### config.mk
export PLATFORM = sky130hd
export DESIGN_NAME = ddr_rd_capture_ctrl
export DESIGN_NICKNAME = d
export VERILOG_FILES = /design/src/rtl/ddr_rd_capture_ctrl.sv
export SDC_FILE = /design/constraint.sdc
export NUM_CORES = 1
export LEC_CHECK = 0
export ABC_AREA = 1
export CORE_ASPECT_RATIO = 1.75
export CORE_MARGIN = 2
export CORE_UTILIZATION = 30
export DETAILED_ROUTE_END_ITERATION = 10
export DONT_BUFFER_PORTS = 1
export PLACE_DENSITY = 0.5
export RECOVER_POWER = 50
export SYNTH_ARGS = -nofsm -noshare
export SYNTH_HDL_FRONTEND = slang
export SYNTH_SLANG_ARGS = --single-unit
### constraint.sdc
create_clock -name clock -period 4.3 [get_ports clock]
set_input_delay 0.43 -clock clock [delete_from_list [all_inputs] [get_ports clock]]
set_output_delay 0.43 -clock clock [all_outputs]
set_load 0.05 [all_outputs]
### src/rtl/ddr_rd_capture_ctrl.sv
// ddr_rd_capture_ctrl: times IFDDRRSE capture windows after READs, packs beats, buffers bursts.
// Define RD_ERR_EN to flag READ strobes issued while cmd_ready is low (sticky rd_err).
module ddr_rd_capture_ctrl #(
    parameter int WIDTH   = 16,
    parameter int BURST   = 4,
    parameter int CL      = 2,
    parameter int PENDING = 4
) (
    input  logic                     clock,
    input  logic                     reset_n,
    input  logic                     cmd_read,
    output logic                     cmd_ready,
    output logic                     cap_ce,
    output logic                     cap_rst,
    input  logic [WIDTH-1:0]         cap_q0,
    input  logic [WIDTH-1:0]         cap_q1,
    output logic [BURST*WIDTH-1:0]   rd_data,
    output logic                     rd_valid,
    input  logic                     rd_ready,
    output logic                     rd_err
);
    localparam int B2 = BURST / 2;
    localparam int L  = CL + B2;
    localparam int AW = $clog2(PENDING);
    localparam int CW = AW + 1;
    localparam int GW = $clog2(B2 + 1);

    logic                   run;
    logic [L-1:0]           wheel;
    logic [CW-1:0]          count, wptr, rptr;
    logic [GW-1:0]          gap;
    logic [BURST*WIDTH-1:0] acc, acc_nxt;
    logic [BURST*WIDTH-1:0] mem [PENDING];
    logic                   accept, pop, last;

    assign cmd_ready = run && (count < CW'(PENDING)) && (gap == '0);
    assign accept    = cmd_read && cmd_ready;
    assign rd_valid  = wptr != rptr;
    assign pop       = rd_valid && rd_ready;
    assign last      = wheel[L-1];
    assign cap_ce    = |wheel[L-2:CL-1];
    assign cap_rst   = !run;
    assign rd_data   = rd_valid ? mem[rptr[AW-1:0]] : '0;

    // Windows never overlap, so at most one wheel bit in the capture range is set.
    always_comb begin
        acc_nxt = acc;
        for (int i = 0; i < B2; i++)
            if (wheel[CL+i]) acc_nxt[2*i*WIDTH +: 2*WIDTH] = {cap_q1, cap_q0};
    end

    always_ff @(posedge clock or negedge reset_n) begin
        if (!reset_n) begin
            run   <= 1'b0;
            wheel <= '0;
            count <= '0;
            gap   <= '0;
            wptr  <= '0;
            rptr  <= '0;
            acc   <= '0;
        end else begin
            run   <= 1'b1;
            wheel <= {wheel[L-2:0], accept};
            gap   <= accept ? GW'(B2 - 1) : (gap != '0 ? gap - 1'b1 : gap);
            acc   <= acc_nxt;
            if (accept && !pop)
                count <= count + 1'b1;
            else if (!accept && pop)
                count <= count - 1'b1;
            if (last)
                wptr <= wptr + 1'b1;
            if (pop)
                rptr <= rptr + 1'b1;
        end
    end

    always_ff @(posedge clock)
        if (last) mem[wptr[AW-1:0]] <= acc_nxt;

`ifdef RD_ERR_EN
    always_ff @(posedge clock or negedge reset_n) begin
        if (!reset_n)
            rd_err <= 1'b0;
        else if (cmd_read && !cmd_ready)
            rd_err <= 1'b1;
    end
`else
    assign rd_err = 1'b0;
`endif
endmodule

==> results.py <==
metrics = {
    "run_status": {
        "status": "finished, violations left",
        "violations": "capacitance limit, slew limit",
    },
    "route": {
        "vias": 7814,
        "viasPerCell": 4.66,
        "wl_per_cell_um": 19.6,
        "wirelength_um": 32900,
        "drtIter0Drc": 502,
        "ant_nets": 0,
        "drcViolationCount": 0,
        "firstDrtPassIters": 4,
    },
    "clock_tree": {
        "ctsLongestPathBuffers": 3,
        "clk_root_buffer_cell": "clkbuf_16",
        "cts_resized": 0,
        "insertion_delay_ns": 0.52,
        "cts_tree": "built",
        "cts_setup_buffers": 0,
        "numClockSinks": 336,
        "clk_pin_slew_ns": 0.06,
        "htreeDepth": 2,
        "numCtsBuffers": 34,
    },
    "power": {
        "swShare": 0.199,
        "clkPwrFrac": 0.448,
        "total_power_mw": 6.30,
        "power_density_nw_per_um2": 417,
        "peakVddDrop_uv": 264,
        "p_switching_mw": 1.25,
        "seqPwrFrac": 0.549,
        "internal_power_mw": 5.04,
        "p_leak_nw": 5.99,
        "combPwrFrac": 0.004,
    },
    "min_path": {
        "whs_path_depth": 2,
        "hp-class": "in2reg",
    },
    "floorplan": {
        "fp.dieH_um": 282,
        "rows": 101,
        "start_util": 0.304,
        "pin_count": 105,
        "die_area_um2": 45800,
        "coreArea_um2": 43500,
        "die_w_um": 163,
    },
    "sta": {
        "maxSlewHeadroom": -0.636,
        "worst_pin_slew_ns": 2.45,
        "whs_ns": 0.0611,
        "fin_setup_tns_ns": 0,
        "finalCritPeriodShare": 0.791,
        "finalMaxSlewViolations": 117,
        "setup_viol": 0,
        "hold_viol": 0,
        "period_needed_ns": 3.40,
        "skew_ns": 0.0128,
        "max_freq_ghz": 0.294,
        "grt_setup_unrepaired": "false",
    },
    "critical_path": {
        "path_buf_inv": 4,
        "crit_arrival_ns": 2.97,
        "cpPeakStageDelay_ns": 0.72,
        "crit_chain": "clkinvlp_2 -> nand2_1 -> nand2_1 -> nand3_4 -> inv_4 -> buf_12 -> a21oi_1 -> buf_4",
        "crit_type": "reg2out",
        "required_ns": 3.87,
        "slowest_stage": "dfrtp_4",
        "start_kind": "flop",
        "critPathMaxFanout": 43,
        "path_depth": 8,
        "crit_family": "buffers and inverters",
        "worst_setup_path_end_kind": "output port",
        "crit_top_cell": "nand2_1",
        "r2r_cells": 3,
    },
    "global_routing": {
        "grt_pass1_vias": 7949,
        "antenna_found_initial": 0,
        "grt_use_total": 0.144,
        "overflow": 0,
        "grt_pass1_wl_um": 48700,
        "grt_max_degree": 113,
    },
    "final_layout": {
        "drive_gt1_frac": 0.129,
        "area.growth.synth_to_final_pct": 14.4,
        "nets": 1130,
        "diodes": 0,
        "post-route-util": 0.348,
    },
    "yosys": {
        "ys_seq_elements": 336,
        "synth_cell_type_count": 29,
        "synth_edf_count": 256,
        "yosysWarnings": 0,
        "synth_area_leader_cell": "edfxtp_1",
        "ys_dominant_reg_cell": "edfxtp_1",
        "async_flop_share": 0.238,
        "syn-num-nets": 1085,
        "synth.avg_cell_area_um2": 12.7,
        "synth_top_area_share": 0.582,
        "synth.area.top_cells": "edfxtp_1 58%, dfrtp_1 15%, nor2_1 7.3%",
        "ys_seq_area_frac": 0.733,
        "netlist_area_um2": 13200,
        "synthCells": 1041,
    },
    "placement": {
        "port_buffers": 0,
        "gp_congestion": 0.736,
        "dpl.hpwl_um": 18300,
    },
    "run": {
        "max_cap_violations": 2,
    },
}
==> state kept, by name, indices dropped and copies added, names as in the netlist <==
name	count
count	3
acc	64
wptr	3
mem	256
gap	2
run	1
wheel	4
rptr	3
==> per-layer routing <==
layer	GRT usage	wire length (um)
met5	0	0
met4	0.0610	1120
met3	0.0271	1480
met2	0.274	17800
met1	0.154	12500
==> power by group through the flow <==
stage	logic (mW)	registers [mW]	clock network, mW
after floorplan	0.00500	3.52	0
after global placement	0.00440	3.52	0
after detailed placement	0.00442	3.52	0
after CTS	0.0273	3.45	2.89
after global routing	0.0265	3.45	2.99
final	0.0227	3.45	2.82
==> through the flow <==
stage / cells / area, um^2 / worst slack, ns
floorplan: 1041 / 13200 / 1.78
global placement: 1614 / 14100 / 1.50
detailed placement: 1614 / 14100 / 1.53
CTS: 1677 / 15100 / 0.954
global route: 1677 / 15100 / 0.711
finish: 1677 / 15100 / 0.901
==> worst reg2reg max path: stages (launching register included) <==
cell and delay, ns:
dfrtp_1 1.60, inv_2 0.89, nand2_1 0.26, nand2_1 0.15
==> kinds of logic (layout without fill, tap and decap cells) <==
kind of cell               Yosys count  in the layout  synth area share
AOI/OAI and AO/OA                  198            198            0.0793
xor gates and xnor gates             6              6           0.00454
adders and majority gates            8              8           0.00814
buffers and inverters               80            150            0.0369
DFF                                336            336             0.733
muxes                               33             33            0.0281
other                                2              2          0.000568
and+or+nand+nor                    378            378             0.109
==> repair_timing <==
item / 4_1_cts / 5_1_grt
endpoints found under the setup margin: 0 / 0
hold buffers: 2 / 0
hold endpoints to repair: 80 / 0
==> cell usage after synthesis (15+ instances only) <==
| master | n |
|---|---|
| edfxtp_1 | 256 |
| nor2_1 | 256 |
| nand2_1 | 115 |
| dfrtp_1 | 80 |
| o21ai_0 | 72 |
| o21ai_1 | 59 |
| a21oi_1 | 51 |
| mux2_2 | 33 |
| buf_2 | 19 |
| buf_6 | 16 |
| inv_1 | 16 |
| a21oi_2 | 15 |
==> worst paths after layout <==
kind / startpoint / end / slack [ns]
setup / recovery: rptr[1]$_DFFE_PN0P_ / rd_data[20] / 0.90
hold / removal: rd_ready / rptr[0]$_DFFE_PN0P_ / 0.06
setup reg to reg: wheel[2]$_DFF_PN0_ / mem[0][17]$_DFFE_PP_ / 1.12
hold reg to reg: wheel[0]$_DFF_PN0_ / wheel[1]$_DFF_PN0_ / 0.35
max in group asynchronous: reset_n / rptr[1]$_DFFE_PN0P_ / 1.36
min in group asynchronous: reset_n / acc[61]$_DFF_PN0_ / 1.16
==> cells in the final DEF (no fill, tap or decap), drive strengths merged <==
cell type,netlist,routed
a21oi,66,66
buf,43,66
bufinv,0,1
clkbuf,18,48
clkinv,0,13
clkinvlp,0,3
conb,2,2
dfrtp,80,80
dlygate4sd3,0,1
edfxtp,256,256
fa,1,1
ha,7,7
inv,19,18
mux2,33,33
nand2,115,115
nand3,4,4
nand4,1,1
nor2,256,256
nor3,1,1
o21ai,131,131
o22ai,1,1
or2,1,1
xnor2,2,2
xor2,4,4
==> cell type report <==
cell class | count | area, um^2
well taps | 566 | 708
fillers | 4249 | 28400
inverters | 19 | 82.6
clock buffers | 45 | 923
multi-input cells | 625 | 3040
flip-flops and latches | 336 | 9700
clock inverters | 16 | 121
repair buffers | 70 | 543
No activity file was read; power rests on OpenSTA's default activity.
